==> config.mk <==
export PLATFORM = sky130hd
export DESIGN_NAME = decode_pipe
export DESIGN_NICKNAME = d
export VERILOG_FILES = /design/src/rtl/decode_pkg.sv /design/src/rtl/control_unit.sv /design/src/rtl/imm_ext.sv /design/src/rtl/regfile_bypass.sv /design/src/rtl/decode_pipe.sv
export SDC_FILE = /design/constraint.sdc
export NUM_CORES = 2
export LEC_CHECK = 0
export ABC_CLOCK_PERIOD_IN_PS = 103900
export CORE_ASPECT_RATIO = 1.4
export CORE_MARGIN = 2
export CORE_UTILIZATION = 35
export CTS_CLUSTER_SIZE = 24
export DETAILED_ROUTE_END_ITERATION = 6
export GPL_TIMING_DRIVEN = 0
export PLACE_DENSITY = 0.54
export SYNTH_ARGS = -nofsm -noshare
export SYNTH_HDL_FRONTEND = slang
export SYNTH_SLANG_ARGS = --single-unit
==> constraint.sdc <==
create_clock -name clk -period 103.9 [get_ports clk]
set_input_delay 15.585 -clock clk [delete_from_list [all_inputs] [get_ports clk]]
set_output_delay 15.585 -clock clk [all_outputs]
set_load 0.05 [all_outputs]
==> src/rtl/decode_pkg.sv <==
// Shared decode definitions: opcodes, result/immediate selectors, ALU ops and
// the layout of the 16-bit control bundle carried into the execute stage.
package decode_pkg;

  localparam logic [6:0] OP_LOAD   = 7'b0000011;
  localparam logic [6:0] OP_STORE  = 7'b0100011;
  localparam logic [6:0] OP_RTYPE  = 7'b0110011;
  localparam logic [6:0] OP_ITYPE  = 7'b0010011;
  localparam logic [6:0] OP_BRANCH = 7'b1100011;
  localparam logic [6:0] OP_JAL    = 7'b1101111;
  localparam logic [6:0] OP_JALR   = 7'b1100111;
  localparam logic [6:0] OP_LUI    = 7'b0110111;
  localparam logic [6:0] OP_AUIPC  = 7'b0010111;

  typedef enum logic [1:0] {
    RES_ALU = 2'b00,
    RES_MEM = 2'b01,
    RES_PC4 = 2'b10,
    RES_IMM = 2'b11
  } res_src_e;

  typedef enum logic [2:0] {
    IMM_NONE = 3'd0,
    IMM_I    = 3'd1,
    IMM_S    = 3'd2,
    IMM_B    = 3'd3,
    IMM_U    = 3'd4,
    IMM_J    = 3'd5
  } imm_src_e;

  typedef enum logic [3:0] {
    ALU_ADD  = 4'd0,
    ALU_SUB  = 4'd1,
    ALU_AND  = 4'd2,
    ALU_OR   = 4'd3,
    ALU_XOR  = 4'd4,
    ALU_SLT  = 4'd5,
    ALU_SLTU = 4'd6,
    ALU_SLL  = 4'd7,
    ALU_SRL  = 4'd8,
    ALU_SRA  = 4'd9
  } alu_ctrl_e;

  // Bit offsets of each field inside ctrl_e (MSB first, matches ctrl_t).
  localparam int CTRL_W         = 16;
  localparam int CTRL_REG_WRITE = 15;
  localparam int CTRL_RES_SRC   = 13;
  localparam int CTRL_MEM_WRITE = 12;
  localparam int CTRL_JUMP      = 11;
  localparam int CTRL_BRANCH    = 10;
  localparam int CTRL_ALU       = 6;
  localparam int CTRL_FUNCT3    = 3;
  localparam int CTRL_SRC_A     = 2;
  localparam int CTRL_SRC_B     = 1;
  localparam int CTRL_ADDER     = 0;

  typedef struct packed {
    logic       reg_write;
    logic [1:0] res_src;
    logic       mem_write;
    logic       jump;
    logic       branch;
    logic [3:0] alu_control;
    logic [2:0] funct3;
    logic       alu_src_a;
    logic       alu_src_b;
    logic       adder_src;
  } ctrl_t;

  // alt selects SUB for funct3=000 and SRA for funct3=101.
  function automatic logic [3:0] alu_decode(input logic [2:0] funct3, input logic alt);
    case (funct3)
      3'b000:  return alt ? ALU_SUB : ALU_ADD;
      3'b001:  return ALU_SLL;
      3'b010:  return ALU_SLT;
      3'b011:  return ALU_SLTU;
      3'b100:  return ALU_XOR;
      3'b101:  return alt ? ALU_SRA : ALU_SRL;
      3'b110:  return ALU_OR;
      default: return ALU_AND;
    endcase
  endfunction

endpackage

==> src/rtl/control_unit.sv <==
// Opcode decoder producing the control bundle and immediate format; any
// opcode outside the supported RV32I set yields illegal_o with zero control.
module control_unit
  import decode_pkg::*;
(
  input  logic [6:0] op_i,
  input  logic [2:0] funct3_i,
  input  logic       funct7b5_i,
  output ctrl_t      ctrl_o,
  output imm_src_e   imm_src_o,
  output logic       illegal_o
);

  always_comb begin
    ctrl_o    = '0;
    imm_src_o = IMM_NONE;
    illegal_o = 1'b0;
    case (op_i)
      OP_LOAD: begin
        ctrl_o.reg_write = 1'b1;
        ctrl_o.res_src   = RES_MEM;
        ctrl_o.alu_src_b = 1'b1;
        imm_src_o        = IMM_I;
      end
      OP_STORE: begin
        ctrl_o.mem_write = 1'b1;
        ctrl_o.alu_src_b = 1'b1;
        imm_src_o        = IMM_S;
      end
      OP_RTYPE: begin
        ctrl_o.reg_write   = 1'b1;
        ctrl_o.alu_control = alu_decode(funct3_i, funct7b5_i);
      end
      OP_ITYPE: begin
        // Bit 30 is immediate data except for the shift-right pair.
        ctrl_o.reg_write   = 1'b1;
        ctrl_o.alu_src_b   = 1'b1;
        ctrl_o.alu_control = alu_decode(funct3_i, funct7b5_i && (funct3_i == 3'b101));
        imm_src_o          = IMM_I;
      end
      OP_BRANCH: begin
        ctrl_o.branch      = 1'b1;
        ctrl_o.alu_control = ALU_SUB;
        imm_src_o          = IMM_B;
      end
      OP_JAL: begin
        ctrl_o.reg_write = 1'b1;
        ctrl_o.res_src   = RES_PC4;
        ctrl_o.jump      = 1'b1;
        imm_src_o        = IMM_J;
      end
      OP_JALR: begin
        ctrl_o.reg_write = 1'b1;
        ctrl_o.res_src   = RES_PC4;
        ctrl_o.jump      = 1'b1;
        ctrl_o.alu_src_b = 1'b1;
        ctrl_o.adder_src = 1'b1;
        imm_src_o        = IMM_I;
      end
      OP_LUI: begin
        ctrl_o.reg_write = 1'b1;
        ctrl_o.res_src   = RES_IMM;
        imm_src_o        = IMM_U;
      end
      OP_AUIPC: begin
        ctrl_o.reg_write = 1'b1;
        ctrl_o.alu_src_a = 1'b1;
        ctrl_o.alu_src_b = 1'b1;
        imm_src_o        = IMM_U;
      end
      default: illegal_o = 1'b1;
    endcase
    if (!illegal_o) ctrl_o.funct3 = funct3_i;
  end

endmodule

==> src/rtl/imm_ext.sv <==
// Immediate extractor: assembles the sign-extended immediate for the format
// chosen by the control unit; formats without an immediate give zero.
module imm_ext
  import decode_pkg::*;
#(
  parameter int DATA_WIDTH = 32
) (
  input  logic [31:7]           instr_i,
  input  imm_src_e              imm_src_i,
  output logic [DATA_WIDTH-1:0] imm_o
);

  logic [31:0] imm32;

  always_comb begin
    imm32 = '0;
    case (imm_src_i)
      IMM_I:   imm32 = {{20{instr_i[31]}}, instr_i[31:20]};
      IMM_S:   imm32 = {{20{instr_i[31]}}, instr_i[31:25], instr_i[11:7]};
      IMM_B:   imm32 = {{19{instr_i[31]}}, instr_i[31], instr_i[7], instr_i[30:25],
                        instr_i[11:8], 1'b0};
      IMM_U:   imm32 = {instr_i[31:12], 12'h000};
      IMM_J:   imm32 = {{11{instr_i[31]}}, instr_i[31], instr_i[19:12], instr_i[20],
                        instr_i[30:21], 1'b0};
      default: imm32 = '0;
    endcase
  end

  assign imm_o = DATA_WIDTH'($signed(imm32));

endmodule

==> src/rtl/regfile_bypass.sv <==
// Two-read one-write register file with x0 hard-wired to zero, asynchronous
// clear, and same-cycle write-to-read bypass.
module regfile_bypass #(
  parameter int DATA_WIDTH = 32,
  parameter int REG_COUNT  = 32,
  parameter int REG_AW     = $clog2(REG_COUNT)
) (
  input  logic                  clk_i,
  input  logic                  rst_i,
  input  logic                  we_i,
  input  logic [REG_AW-1:0]     wa_i,
  input  logic [DATA_WIDTH-1:0] wd_i,
  input  logic [REG_AW-1:0]     ra1_i,
  input  logic [REG_AW-1:0]     ra2_i,
  output logic [DATA_WIDTH-1:0] rd1_o,
  output logic [DATA_WIDTH-1:0] rd2_o
);

  logic [DATA_WIDTH-1:0] regs_q [REG_COUNT];

  always_ff @(posedge clk_i or posedge rst_i) begin
    if (rst_i) begin
      for (int i = 0; i < REG_COUNT; i++) regs_q[i] <= '0;
    end else if (we_i && (wa_i != '0)) begin
      regs_q[wa_i] <= wd_i;
    end
  end

  // The x0 override comes last so a write aimed at x0 never bypasses.
  always_comb begin
    rd1_o = regs_q[ra1_i];
    rd2_o = regs_q[ra2_i];
    if (we_i && (wa_i == ra1_i)) rd1_o = wd_i;
    if (we_i && (wa_i == ra2_i)) rd2_o = wd_i;
    if (ra1_i == '0) rd1_o = '0;
    if (ra2_i == '0) rd2_o = '0;
  end

endmodule

==> src/rtl/decode_pipe.sv <==
// Decode stage and D->E pipeline register: combinational decode of instr_f,
// load-use stall detection, and a flush/stall/bubble-controlled E register.
module decode_pipe
  import decode_pkg::*;
#(
  parameter int  DATA_WIDTH    = 32,
  parameter int  ADDRESS_WIDTH = 32,
  parameter int  REG_COUNT     = 32,
  localparam int REG_AW        = $clog2(REG_COUNT)
) (
  input  logic                     clk,
  input  logic                     rst,
  input  logic                     valid_f,
  input  logic [DATA_WIDTH-1:0]    instr_f,
  input  logic [ADDRESS_WIDTH-1:0] pc_f,
  input  logic [ADDRESS_WIDTH-1:0] pc_plus4_f,
  input  logic                     stall_d,
  input  logic                     flush_d,
  input  logic                     reg_write_w,
  input  logic [REG_AW-1:0]        rd_w,
  input  logic [DATA_WIDTH-1:0]    result_w,
  output logic                     hazard_stall,
  output logic                     valid_e,
  output logic                     illegal_e,
  output logic [CTRL_W-1:0]        ctrl_e,
  output logic [DATA_WIDTH-1:0]    rd1_e,
  output logic [DATA_WIDTH-1:0]    rd2_e,
  output logic [DATA_WIDTH-1:0]    imm_e,
  output logic [ADDRESS_WIDTH-1:0] pc_e,
  output logic [ADDRESS_WIDTH-1:0] pc_plus4_e,
  output logic [REG_AW-1:0]        rs1_e,
  output logic [REG_AW-1:0]        rs2_e,
  output logic [REG_AW-1:0]        rd_e
);

  typedef struct packed {
    logic                     valid;
    logic                     illegal;
    ctrl_t                    ctrl;
    logic [DATA_WIDTH-1:0]    rd1;
    logic [DATA_WIDTH-1:0]    rd2;
    logic [DATA_WIDTH-1:0]    imm;
    logic [ADDRESS_WIDTH-1:0] pc;
    logic [ADDRESS_WIDTH-1:0] pc4;
    logic [REG_AW-1:0]        rs1;
    logic [REG_AW-1:0]        rs2;
    logic [REG_AW-1:0]        rd;
  } e_reg_t;

  ctrl_t                 ctrl_f;
  imm_src_e              imm_src_f;
  logic                  illegal_f;
  logic [DATA_WIDTH-1:0] imm_f;
  logic [DATA_WIDTH-1:0] rd1_f;
  logic [DATA_WIDTH-1:0] rd2_f;
  logic [REG_AW-1:0]     rs1_f;
  logic [REG_AW-1:0]     rs2_f;
  logic [REG_AW-1:0]     rd_f;
  logic                  load_in_e;
  e_reg_t                e_q;
  e_reg_t                e_d;

  assign rs1_f = instr_f[15 +: REG_AW];
  assign rs2_f = instr_f[20 +: REG_AW];
  assign rd_f  = instr_f[7 +: REG_AW];

  control_unit u_control_unit (
    .op_i       (instr_f[6:0]),
    .funct3_i   (instr_f[14:12]),
    .funct7b5_i (instr_f[30]),
    .ctrl_o     (ctrl_f),
    .imm_src_o  (imm_src_f),
    .illegal_o  (illegal_f)
  );

  imm_ext #(.DATA_WIDTH(DATA_WIDTH)) u_imm_ext (
    .instr_i   (instr_f[31:7]),
    .imm_src_i (imm_src_f),
    .imm_o     (imm_f)
  );

  regfile_bypass #(
    .DATA_WIDTH (DATA_WIDTH),
    .REG_COUNT  (REG_COUNT),
    .REG_AW     (REG_AW)
  ) u_regfile (
    .clk_i (clk),
    .rst_i (rst),
    .we_i  (reg_write_w),
    .wa_i  (rd_w),
    .wd_i  (result_w),
    .ra1_i (rs1_f),
    .ra2_i (rs2_f),
    .rd1_o (rd1_f),
    .rd2_o (rd2_f)
  );

  // rs2 is compared for every format; a false stall only costs one cycle.
  assign load_in_e    = e_q.valid && (e_q.ctrl.res_src == RES_MEM) && (e_q.rd != '0);
  assign hazard_stall = valid_f && load_in_e &&
                        ((5'(e_q.rd) == instr_f[19:15]) || (5'(e_q.rd) == instr_f[24:20]));

  always_comb begin
    e_d = e_q;
    if (flush_d) begin
      e_d = '0;
    end else if (!stall_d) begin
      if (hazard_stall || !valid_f) begin
        e_d = '0;
      end else begin
        e_d.valid   = 1'b1;
        e_d.illegal = illegal_f;
        e_d.ctrl    = ctrl_f;
        e_d.rd1     = rd1_f;
        e_d.rd2     = rd2_f;
        e_d.imm     = imm_f;
        e_d.pc      = pc_f;
        e_d.pc4     = pc_plus4_f;
        e_d.rs1     = rs1_f;
        e_d.rs2     = rs2_f;
        e_d.rd      = rd_f;
      end
    end
  end

  always_ff @(posedge clk or posedge rst) begin
    if (rst) e_q <= '0;
    else     e_q <= e_d;
  end

  assign valid_e    = e_q.valid;
  assign illegal_e  = e_q.illegal;
  assign ctrl_e     = e_q.ctrl;
  assign rd1_e      = e_q.rd1;
  assign rd2_e      = e_q.rd2;
  assign imm_e      = e_q.imm;
  assign pc_e       = e_q.pc;
  assign pc_plus4_e = e_q.pc4;
  assign rs1_e      = e_q.rs1;
  assign rs2_e      = e_q.rs2;
  assign rd_e       = e_q.rd;

endmodule

==> results.md <==
- Status: finished, violations left
- Failing checks: capacitance limit, slew limit
- Cells after Synth: about 4.2k
- First-pass GRT wire length: approximately 360 mm
- WL/cell: 37.7 µm
- Clock-pin transition on the worst setup and hold timing paths: 0.06 ns
- Hold Crit Class: flop to flop
- Grt ovf: 0
- Sequential share of the synthesized area: 49.5%
- Post-synth top cells: 1217 x dfrtp_1, 992 x mux2_2, 384 x mux4_2
- Top_reg_cell synth: dfrtp_1
- WL final: between 200 and 300 mm
- Pre-CTS setup slack: between 60 and 70 ns
- Post-route ant nets: 0
- Most common cell in the netlist: dfrtp_1
- Slowest stage delay, CP: 0.95 ns
- P&R area growth vs syn: 17.8%
- IO Count: 333
- Post-CTS Setup Repair Bufs: 0
- Period utilisation layout: 33.2%
- Slew margin rel.: -5.81%
- Vias in the first global route: 43.9k
- Critical path startpoint category: input pin
- H-tree levels: 3
- Net Count, Synth: between 4k and 5k
- Leakage power: between 30 and 40 nW
- Final setup vio count: 0
- Hold_buf cts: 0
- CP dominant cell by count: clkdlybuf4s50_1
- Row cnt: between 150 and 200
- Cell taking the most area after synthesis: dfrtp_1
- CP cell instances: clkdlybuf4s50_1 > xor2_1 > nor3_1 > a22oi_1 > nor2_2 > clkbuf_1 > clkdlybuf4s50_1
- Die area: 179000 µm²
- Crit path max-delay cell type: clkdlybuf4s50_1
- Mean Syn Cell Area: 14.5 µm²
- Port bufs: 320
- CTS tree: built
- RSZ-0062 raised after global routing: false
- Synth Warn #: 0
- Post-synth top area share: a little under 50%
- Layout Cells excl Fill: slightly above 7k
- Clk_lat worst skew: 0.81 ns
- Root Buffer: clkbuf_16
- Drt pass-1 iters: 7
- CTS Buffer Depth: 3
- Initial DRC Count: about 4.7k
- Fmax: 29.0 MHz
- #FFs+latches synth: between 1k and 1.5k
- Layout Nets: between 4k and 5k
- CP Capture Type: output port
- Post-cts sizing count: 0
- Number of CTS-inserted buffers: about 120
- Initial antenna violation count: 13
- MaxCap Viol Count: 5
- Routed vias: between 40k and 50k
- Synth unique cells: 55
- Initial Util: 35.1%
- Post-route setup TNS: 0 ns
- Post-Synthesis Cell Area: approximately 62000 µm²
- EDFF count, synth: 0
- Slack of the worst reg-to-reg path: 100.10 ns
- Largest net degree at the start of global routing: 127
- All-layer global routing usage: between 20% and 30%
- Fin util: roughly 41%
- Slew Viols, Final: 32
- VDD IR-drop max: 0.0144 mV
- Die Width: between 300 and 400 µm
- Arr. time, crit path: about 19 ns
- Post-DP HPWL: between 200 and 250 mm
- Final setup margin: 69.43 ns
- Critical path fanouts, max: 10
- DR DRC count: 0
- WP data required: around 90 ns
- Crit path kind: input pin to output port
- Layout Skew: roughly 0.042 ns
- Area contributors post-synth: dfrtp_1 50%, mux2_2 18%, mux4_2 14%
- Minimum clock period: approximately 34 ns
- Pwr Density: 19.3 nW/µm²
- Routability Congestion: roughly 1.1
- FFs w/ async S/R, synth: 100%
- Final number of hold-violating endpoints: 0
- Fraction of layout cells with a size suffix above 1: roughly 37%
- DP Cell Count: about 6.9k
- Core ar.: roughly 180000 µm²
- Via density: 6.14
- CTS sink cnt: around 1.2k
- Slew @ Worst Pin: ~1.6 ns
- Die Y: 500 µm
[per-layer routing]
| layer | routed length (µm) | GRT usage [%] | share of wire [%] |
|---|---|---|---|
| met1 | 102000 | 36.1 | 38 |
| met4 | 23100 | 21.8 | 8.6 |
| met3 | 19900 | 5.91 | 7.4 |
| met2 | 123000 | 46.3 | 46 |
| met5 | 88 | 0 | 0.033 |
[sequential cells by signal (all words and copies together) (netlist names)]
register	flops
u_regfile.regs_q	1024
imm_e	32
pc_e	32
pc_plus4_e	32
rd1_e	32
rd2_e	32
ctrl_e	16
rd_e	5
rs1_e	5
rs2_e	5
illegal_e	1
valid_e	1
[layout make-up]
type	count	area [µm²]
fillers	16300	103000
flip-flops and latches	1217	30500
multi-input cells	2517	28900
repair buffers	333	3550
clock buffers	162	3510
well taps	2300	2880
plain buffers	495	2150
clock inverters	70	993
inverters	3	18.8
diodes	5	12.5
[report_power, final]
group | internal [mW] | leakage [nW] | switching [mW]
combinational | 0.142 | 12.8 | 0.143
clock | 0.292 | 2.21 | 0.210
sequential | 0.552 | 15.8 | 0.0581
total | 0.987 | 30.8 | 0.411
[worst max-delay path, delay by kind of cell]
kind / cells / cell delay, ns
AND/OR/NAND/NOR: 2 / 0.68
buffers and inverters: 3 / 2.22
XOR/XNOR: 1 / 0.19
AO/OA/AOI/OAI: 1 / 0.16
[logic make-up (layout without fill, tap and decap cells)]
logic type      count (synthesis)  count (layout)  share of synthesized area (%)
other cells                     0               5                              0
simple gates                  212             212                           1.80
compound gates                651             651                           8.49
xor+xnor                       21              21                          0.299
buf+inv                       498            1063                           3.50
mux                          1633            1633                           36.4
flops                        1217            1217                           49.5
[cells in the final DEF (no fill, tap or decap), types with 6 or more instances in the layout]
master / instances
nand3b_1: 6
o21ai_0: 22
a22oi_1: 65
a22o_1: 189
a221o_1: 64
a2111oi_2: 14
a21oi_1: 55
nor2b_1: 9
mux4_2: 384
nor4_1: 36
buf_16: 12
clkdlybuf4s50_1: 320
o221ai_1: 64
nor3_1: 35
clkinvlp_4: 9
clkbuf_1: 317
o21ai_1: 11
buf_4: 27
buf_6: 10
buf_2: 83
mux2i_1: 257
a211oi_1: 66
xor2_1: 19
clkinv_2: 29
bufinv_16: 22
o22ai_1: 64
nand2_1: 57
clkbuf_8: 26
buf_1: 60
mux2_2: 992
clkbuf_16: 124
a32o_1: 7
clkbuf_2: 10
dfrtp_1: 1217
nor2_1: 32
a2111oi_0: 17
[stage by stage]
stage	power, mW	cell area (µm²)	hold WS, ns
detailed placement	0.895	68000	0.466
global route	1.44	72500	0.503
CTS	1.40	72500	0.483
global placement	0.886	67600	0.455
finish	1.40	72500	0.480
floorplan	0.790	61500	0.441
[worst paths after layout]
path                             start                     to  depth (start not counted)
min in group asynchronous          rst              ctrl_e[6]                          2
max                        instr_f[17]           hazard_stall                          7
max in group asynchronous          rst  u_regfile.regs_q[747]                          6
max reg2reg                    rd_e[1]              rd1_e[13]                          6
min                          imm_e[29]              imm_e[29]                          2
min reg2reg                  imm_e[29]              imm_e[29]                          2
Note: power is estimated with default switching activity, not from simulation.
